<file path="src/rtl/door_pkg.sv">
// Shared constants and state encoding for the door security path.
// Used by keypad_code_entry (producer of passin/enter) and door_security.
package door_pkg;

    localparam int unsigned DIGIT_W = 4;
    localparam int unsigned PASS_W  = 12;
    localparam int unsigned DIGITS  = PASS_W / DIGIT_W;
    localparam int unsigned CNT_W   = 2;

    typedef enum logic [1:0] {
        IDLE    = 2'd0,
        COLLECT = 2'd1,
        SUBMIT  = 2'd2,
        LOCKED  = 2'd3
    } entry_state_e;

endpackage : door_pkg

</file>
<file path="src/rtl/keypad_code_entry_if.sv">
// Keypad / door_security bus seen by keypad_code_entry.
//   key_valid/key_data/key_enter/key_clear : debounced key strobe from scanner
//   alarm_in                               : lockout request from door_security
//   passin/enter                           : submitted code and submit strobe
//   digit_cnt/entry_err/locked             : entry status
// slave = keypad_code_entry, master = the surrounding logic (or a bench).
interface keypad_code_entry_if;
    import door_pkg::*;

    logic               key_valid;
    logic [DIGIT_W-1:0] key_data;
    logic               key_enter;
    logic               key_clear;
    logic               alarm_in;
    logic [PASS_W-1:0]  passin;
    logic               enter;
    logic [CNT_W-1:0]   digit_cnt;
    logic               entry_err;
    logic               locked;

    modport master (
        output key_valid, key_data, key_enter, key_clear, alarm_in,
        input  passin, enter, digit_cnt, entry_err, locked
    );

    modport slave (
        input  key_valid, key_data, key_enter, key_clear, alarm_in,
        output passin, enter, digit_cnt, entry_err, locked
    );

endinterface : keypad_code_entry_if

</file>
<file path="src/rtl/keypad_code_entry_timer.sv">
// entry_timer: idle counter that saturates at TIMEOUT_CYC-1.
//   clk, rst_n : clock, async active-low reset
//   clr_i      : force count to 0 (has priority over en_i)
//   en_i       : count one step
//   expired_o  : registered, high while count == TIMEOUT_CYC-1
module entry_timer #(
    parameter int unsigned TIMEOUT_CYC = 1000
) (
    input  logic clk,
    input  logic rst_n,
    input  logic clr_i,
    input  logic en_i,
    output logic expired_o
);

    localparam int unsigned TW = (TIMEOUT_CYC > 2) ? $clog2(TIMEOUT_CYC) : 1;
    localparam logic [TW-1:0] LAST = TW'(TIMEOUT_CYC - 1);

    logic [TW-1:0] cnt_q, cnt_d;
    logic          expired_q, expired_d;

    // Next count; saturates so expired stays asserted until cleared.
    always_comb begin
        cnt_d = cnt_q;
        if (clr_i) begin
            cnt_d = '0;
        end else if (en_i && (cnt_q != LAST)) begin
            cnt_d = cnt_q + TW'(1);
        end
        expired_d = (cnt_d == LAST);
    end

    always_ff @(posedge clk or negedge rst_n) begin
        if (!rst_n) begin
            cnt_q     <= '0;
            expired_q <= 1'b0;
        end else begin
            cnt_q     <= cnt_d;
            expired_q <= expired_d;
        end
    end

    assign expired_o = expired_q;

endmodule : entry_timer

</file>
<file path="src/rtl/keypad_code_entry.sv">
// keypad_code_entry: assembles keypad hex digits into a PASS_W code and
// submits it to door_security with a one-cycle enter strobe. Locks out all
// keys while alarm_in is high.
//   clk   : system clock, rising edge
//   reset : asynchronous active-low reset
//   kp    : keypad/door bus (slave side), see keypad_code_entry_if
module keypad_code_entry
    import door_pkg::*;
#(
    parameter int unsigned TIMEOUT_CYC = 1000
) (
    input  logic                clk,
    input  logic                reset,
    keypad_code_entry_if.slave  kp
);

    localparam logic [CNT_W-1:0] FULL = CNT_W'(DIGITS);

    entry_state_e      state_q, state_d;
    logic [PASS_W-1:0] shreg_q, shreg_d;
    logic [PASS_W-1:0] passin_q, passin_d;
    logic [CNT_W-1:0]  cnt_q, cnt_d;
    logic              enter_q, enter_d;
    logic              err_q, err_d;
    logic              locked_q, locked_d;

    logic timer_clr, timer_en, timer_expired;
    logic is_clear, is_enter, is_digit;

    // CLEAR wins over ENTER when both qualifiers are set.
    assign is_clear = kp.key_valid & kp.key_clear;
    assign is_enter = kp.key_valid & kp.key_enter & ~kp.key_clear;
    assign is_digit = kp.key_valid & ~kp.key_enter & ~kp.key_clear;

    entry_timer #(
        .TIMEOUT_CYC (TIMEOUT_CYC)
    ) u_timer (
        .clk       (clk),
        .rst_n     (reset),
        .clr_i     (timer_clr),
        .en_i      (timer_en),
        .expired_o (timer_expired)
    );

    // Next-state and output decode; alarm_in overrides every key.
    always_comb begin
        state_d   = state_q;
        shreg_d   = shreg_q;
        passin_d  = passin_q;
        cnt_d     = cnt_q;
        enter_d   = 1'b0;
        err_d     = 1'b0;
        timer_clr = 1'b0;
        timer_en  = 1'b0;

        if (kp.alarm_in) begin
            state_d   = LOCKED;
            shreg_d   = '0;
            cnt_d     = '0;
            timer_clr = 1'b1;
        end else begin
            case (state_q)
                IDLE: begin
                    timer_clr = 1'b1;
                    if (is_digit) begin
                        shreg_d = PASS_W'(kp.key_data);
                        cnt_d   = CNT_W'(1);
                        state_d = COLLECT;
                    end else if (is_enter) begin
                        err_d = 1'b1;
                    end
                end

                COLLECT: begin
                    timer_en = 1'b1;
                    if (is_clear) begin
                        shreg_d   = '0;
                        cnt_d     = '0;
                        state_d   = IDLE;
                        timer_clr = 1'b1;
                    end else if (is_enter) begin
                        timer_clr = 1'b1;
                        shreg_d   = '0;
                        cnt_d     = '0;
                        if (cnt_q == FULL) begin
                            passin_d = shreg_q;
                            enter_d  = 1'b1;
                            state_d  = SUBMIT;
                        end else begin
                            err_d   = 1'b1;
                            state_d = IDLE;
                        end
                    end else if (is_digit) begin
                        timer_clr = 1'b1;
                        if (cnt_q < FULL) begin
                            shreg_d = {shreg_q[PASS_W-DIGIT_W-1:0], kp.key_data};
                            cnt_d   = cnt_q + CNT_W'(1);
                        end else begin
                            // Code already complete: drop the extra digit.
                            err_d = 1'b1;
                        end
                    end else if (timer_expired) begin
                        err_d     = 1'b1;
                        shreg_d   = '0;
                        cnt_d     = '0;
                        state_d   = IDLE;
                        timer_clr = 1'b1;
                    end
                end

                SUBMIT: begin
                    // Keys landing here are ignored; passin stays held.
                    timer_clr = 1'b1;
                    shreg_d   = '0;
                    cnt_d     = '0;
                    state_d   = IDLE;
                end

                LOCKED: begin
                    // Only reached here with alarm_in low: release lockout.
                    timer_clr = 1'b1;
                    shreg_d   = '0;
                    cnt_d     = '0;
                    state_d   = IDLE;
                end

                default: begin
                    timer_clr = 1'b1;
                    shreg_d   = '0;
                    cnt_d     = '0;
                    state_d   = IDLE;
                end
            endcase
        end

        locked_d = (state_d == LOCKED);
    end

    always_ff @(posedge clk or negedge reset) begin
        if (!reset) begin
            state_q  <= IDLE;
            shreg_q  <= '0;
            passin_q <= '0;
            cnt_q    <= '0;
            enter_q  <= 1'b0;
            err_q    <= 1'b0;
            locked_q <= 1'b0;
        end else begin
            state_q  <= state_d;
            shreg_q  <= shreg_d;
            passin_q <= passin_d;
            cnt_q    <= cnt_d;
            enter_q  <= enter_d;
            err_q    <= err_d;
            locked_q <= locked_d;
        end
    end

    assign kp.passin    = passin_q;
    assign kp.enter     = enter_q;
    assign kp.digit_cnt = cnt_q;
    assign kp.entry_err = err_q;
    assign kp.locked    = locked_q;

endmodule : keypad_code_entry

</file>
<file path="src/flat_wrapper.sv">
// flat-port wrapper written by rule: the top's interface ports become plain ports
module keypad_code_entry_flat import door_pkg::*;
#(
    parameter int unsigned TIMEOUT_CYC = 1000
)
  (clk, reset, kp_key_valid, kp_key_data, kp_key_enter, kp_key_clear, kp_alarm_in, kp_passin, kp_enter, kp_digit_cnt, kp_entry_err, kp_locked);
  keypad_code_entry_if kp_i ();
  input  logic clk;
  input  logic reset;
  input wire logic [$bits(kp_i.key_valid)-1:0] kp_key_valid;
  input wire logic [$bits(kp_i.key_data)-1:0] kp_key_data;
  input wire logic [$bits(kp_i.key_enter)-1:0] kp_key_enter;
  input wire logic [$bits(kp_i.key_clear)-1:0] kp_key_clear;
  input wire logic [$bits(kp_i.alarm_in)-1:0] kp_alarm_in;
  output wire logic [$bits(kp_i.passin)-1:0] kp_passin;
  output wire logic [$bits(kp_i.enter)-1:0] kp_enter;
  output wire logic [$bits(kp_i.digit_cnt)-1:0] kp_digit_cnt;
  output wire logic [$bits(kp_i.entry_err)-1:0] kp_entry_err;
  output wire logic [$bits(kp_i.locked)-1:0] kp_locked;
  assign kp_i.key_valid = kp_key_valid;
  assign kp_i.key_data = kp_key_data;
  assign kp_i.key_enter = kp_key_enter;
  assign kp_i.key_clear = kp_key_clear;
  assign kp_i.alarm_in = kp_alarm_in;
  assign kp_passin = kp_i.passin;
  assign kp_enter = kp_i.enter;
  assign kp_digit_cnt = kp_i.digit_cnt;
  assign kp_entry_err = kp_i.entry_err;
  assign kp_locked = kp_i.locked;
  keypad_code_entry #(.TIMEOUT_CYC(TIMEOUT_CYC)) u_core (.clk(clk), .reset(reset), .kp(kp_i));
endmodule
</file>
<file path="config.mk">
export PLATFORM = sky130hd
export DESIGN_NAME = keypad_code_entry_flat
export DESIGN_NICKNAME = d
export VERILOG_FILES = /design/src/rtl/door_pkg.sv /design/src/rtl/keypad_code_entry_if.sv /design/src/rtl/keypad_code_entry_timer.sv /design/src/rtl/keypad_code_entry.sv /design/src/flat_wrapper.sv
export SDC_FILE = /design/constraint.sdc
export NUM_CORES = 1
export LEC_CHECK = 0
export BUFFER_PORTS_ARGS = -buffer_cell sky130_fd_sc_hd__buf_2
export CORE_MARGIN = 1.5
export CORE_UTILIZATION = 40
export CTS_CLUSTER_SIZE = 16
export DETAILED_ROUTE_END_ITERATION = 7
export GPL_TIMING_DRIVEN = 0
export PLACE_DENSITY = 0.7
export SYNTH_ARGS = -nofsm -noshare
export SYNTH_HDL_FRONTEND = slang
export SYNTH_SLANG_ARGS = --single-unit
export TNS_END_PERCENT = 30
</file>
<file path="constraint.sdc">
create_clock -name clk -period 2.3 [get_ports clk]
set_clock_uncertainty 0.1 [all_clocks]
set_input_delay 0.23 -clock clk [delete_from_list [all_inputs] [get_ports clk]]
set_output_delay 0.23 -clock clk [all_outputs]
set_load 0.02 [all_outputs]
</file>
==> reports/metrics.csv <==
stage,metric,value,unit
place,hpwl dp,2474,microns
finish,layout cell share with drive strength beyond 1,32.00,%
synthesis,Cells after Synth,166,
sta,fmax,492.9,MHz
worst_setup_path,Critical Path AT,2.11,ns
power_and_ir_drop,leakage,1.047,nW
clock_network,clk slew on worst S/H paths,0.08,ns
sta,RSZ-0062 raised after global routing,false,
finish,Final Util,48.34,%
clock_network,worst-case clock buffer depth,2,
worst_setup_path,critical path class,reg -> reg,
synthesis,Synth area leaders,"dfrtp_1 54%, mux2_2 7.5%, a22o_1 4.0%",
floorplanning,width of the die,72.83,microns
sta,Worst Tran Pin Value,0.8998,ns
clock_network,cts-stage hold buffer count,0,
clock_network,CTS tree,built,
finish,multi-input logic area,855.8,sq um
power_and_ir_drop,Max IR drop VDD,0.2676,mV
power_and_ir_drop,overall power,1.393,mW
clock_network,CTS Root Cell,clkbuf_8,
synthesis,Post-synth EDFFs,0,
clock_network,Post-CTS Setup Inserts,0,
worst_setup_path,CP Data Required Time,2.38,ns
worst_setup_path,Worst setup EP type,flop,
clock_network,H-tree Lvls,2,
floorplanning,Starting Density,41.30,%
finish,n_diodes,0,
sta,Setup TNS Final,0,ns
flow_run,Max-Cap Viols,0,
hold_path,worst hold path class,in -> async,
power_and_ir_drop,PD cells,610.2,nW/um^2
global_route,vias in the first global route,1245,
synthesis,"FF+latch count, synth",42,
synthesis,syn nets,178,
place,I/O Buffers,26,
floorplanning,# rows,25,
place,Setup WS pre-CTS,0.1755,ns
synthesis,library cells used by synthesis,48,
route,DR WL/cell,13.24,microns
worst_setup_path,Worst R2R Setup Slack,0.27,ns
status,outcome,"complete, but fails checks",
finish,most frequent cells in the layout,"42 x dfrtp_1, 26 x buf_2, 13 x mux2_2",
synthesis,sequential area share after synthesis,53.88,%
floorplanning,core area,4723,sq um
synthesis,"Avg Cell Area, Syn",11.75,sq um
status,failing checks,hold timing,
route,Via density,5.184,
global_route,initial antenna violation count,0,
sta,Fin Hold WS,-0.04269,ns
worst_setup_path,Max Fanout on Critical Path,10,
sta,setup slack after layout,0.2711,ns
place,final RePlAce weighted congestion,0.8178,
route,post-route ant nets,0,
route,Post-Route WL,3535,microns
clock_network,CTS buffer count,5,
finish,Nets,211,
synthesis,synthesized cell area,1951,sq um
finish,"commonest non-fill, non-tap cell in the layout",dfrtp_1,
synthesis,Yosys top cell area share,53.88,%
global_route,first-pass GRT wire length,5858,microns
worst_setup_path,critical-path cell list,ha_1 -> and2_1 -> and3_1 -> clkbuf_1 -> buf_4 -> mux2_2,
sta,Max Slew Vio Count,0,
worst_setup_path,CP max stage cell,dfrtp_1,
sta,fin crit share,88.21,%
clock_network,post-cts sizing count,0,
synthesis,Main synth FF type,dfrtp_1,
finish,design area,2283,sq um
synthesis,post-synth top area cell,dfrtp_1,
global_route,Tot GR Track Use,14.37,%
clock_network,Clock Sink Count,42,
worst_setup_path,startpoint types,flop,
finish,Area Overhead vs Synth,17.06,%
finish,Seq. cell area,1051,sq um
global_route,largest net degree at the start of global routing,43,
synthesis,async set-or-reset flop fraction in the synthesized netlist,100.0,%
route,vias,1384,
floorplanning,IO Count,27,
global_route,gr ovfl total,0,
route,Remaining DRCs,0,
clock_network,"Clk Latency, worst-skew pair",0.29,ns
synthesis,synth warn,0,
floorplanning,Die Y,72.83,microns
floorplanning,die area,5304,sq um
route,initial DRC count,112,
sta,"Setup violations, final",0,
worst_setup_path,delay of the slowest critical-path stage,0.42,ns
sta,min Tclk post-route,2.029,ns
route,detailed-router iteration count before antenna repair,4,
finish,final non-filler cell total,267,
place,# placed instances,259,
sta,Fin. Hold Viols,42,
sta,worst relative slew slack,40.01,%
finish,layout filler cell count,460,
place,Area after DPL,2165,sq um
## flip-flops by register name, summed over array words and instances, names as in the netlist
signal / cells
u_core.shreg_q: 12
u_core.kp.entry_err: 1
u_core.kp.digit_cnt: 2
u_core.kp.locked: 1
u_core.u_timer.cnt_q: 10
u_core.state_q: 2
u_core.kp.enter: 1
u_core.kp.passin: 12
u_core.u_timer.expired_o: 1
## critical path: cells and delay by family, from the launching register on
| family | cells | cell delay [ns] |
|---|---|---|
| adder cells (fa/ha/maj) | 1 | 0.29 |
| flip-flops | 1 | 0.42 |
| buffers and inverters | 2 | 0.40 |
| AND/OR/NAND/NOR | 2 | 0.35 |
| multiplexers | 1 | 0.35 |
## where the power goes
group	internal (mW)	switching, mW	leakage [nW]	total [mW]
registers	0.745	0.00721	0.578	0.752
logic	0.0231	0.0443	0.417	0.0674
clock network	0.324	0.250	0.0514	0.574
## layout make-up
class,count,area share (%)
timing repair buffer,26,5.699
sequential,42,46.03
tap,67,3.671
clock inverter,2,1.644
clock buffer,6,3.178
multi-input combinational,113,37.48
inverter,5,0.8219
buffer,6,1.479
## cells in the mapped netlist (2+ instances only)
cell	count
ha_1	2
nand4b_1	3
buf_4	3
a22o_1	9
o21ai_0	5
inv_1	5
dfrtp_1	42
nor2b_1	2
xnor2_1	2
nor3b_2	2
mux2_2	13
mux2i_1	5
xor2_1	4
clkbuf_1	3
a21oi_1	7
nand2_1	11
nor4_2	2
nand3_1	2
and3_1	2
nor3_1	2
o21bai_1	2
nor2_1	12
## layer usage
layer  global-route usage (%)  part of all wire, %  up-vias  wire, microns
li1                         -                    -      665              -
met1                    20.30                   48      687           1685
met2                    21.00                   46       26           1627
met3                    4.282                  4.8        6            170
met4                    5.031                  1.4        0             51
met5                        0                    0        -              0
## logic make-up (layout without fill, tap and decap cells)
logic type,after synthesis,after routing,share of synthesized area [%]
AO/OA/AOI/OAI,32,32,11.93
XOR/XNOR,6,6,2.694
adder cells (fa/ha/maj),2,2,1.283
buffers and inverters,11,45,2.694
flip-flops,42,42,53.88
multiplexers,18,18,10.07
AND/OR/NAND/NOR,55,55,17.45
## worst paths after layout
path                                                    startpoint                            endpoint  cells after the start
worst max-delay path            u_core.kp.digit_cnt[0]$_DFFE_PN0P_     u_core.kp.passin[2]$_DFFE_PN0P_                      6
worst min-delay path                                         reset   u_core.u_timer.cnt_q[6]$_DFF_PN0_                      1
worst max register to register  u_core.kp.digit_cnt[0]$_DFFE_PN0P_     u_core.kp.passin[2]$_DFFE_PN0P_                      6
worst min register to register     u_core.kp.passin[7]$_DFFE_PN0P_     u_core.kp.passin[7]$_DFFE_PN0P_                      1
max in group asynchronous                                    reset  u_core.kp.digit_cnt[1]$_DFFE_PN0P_                      1
min in group clk                                    kp_key_data[2]       u_core.shreg_q[2]$_DFFE_PN0P_                      3
Power figures use the tool's default switching activity.
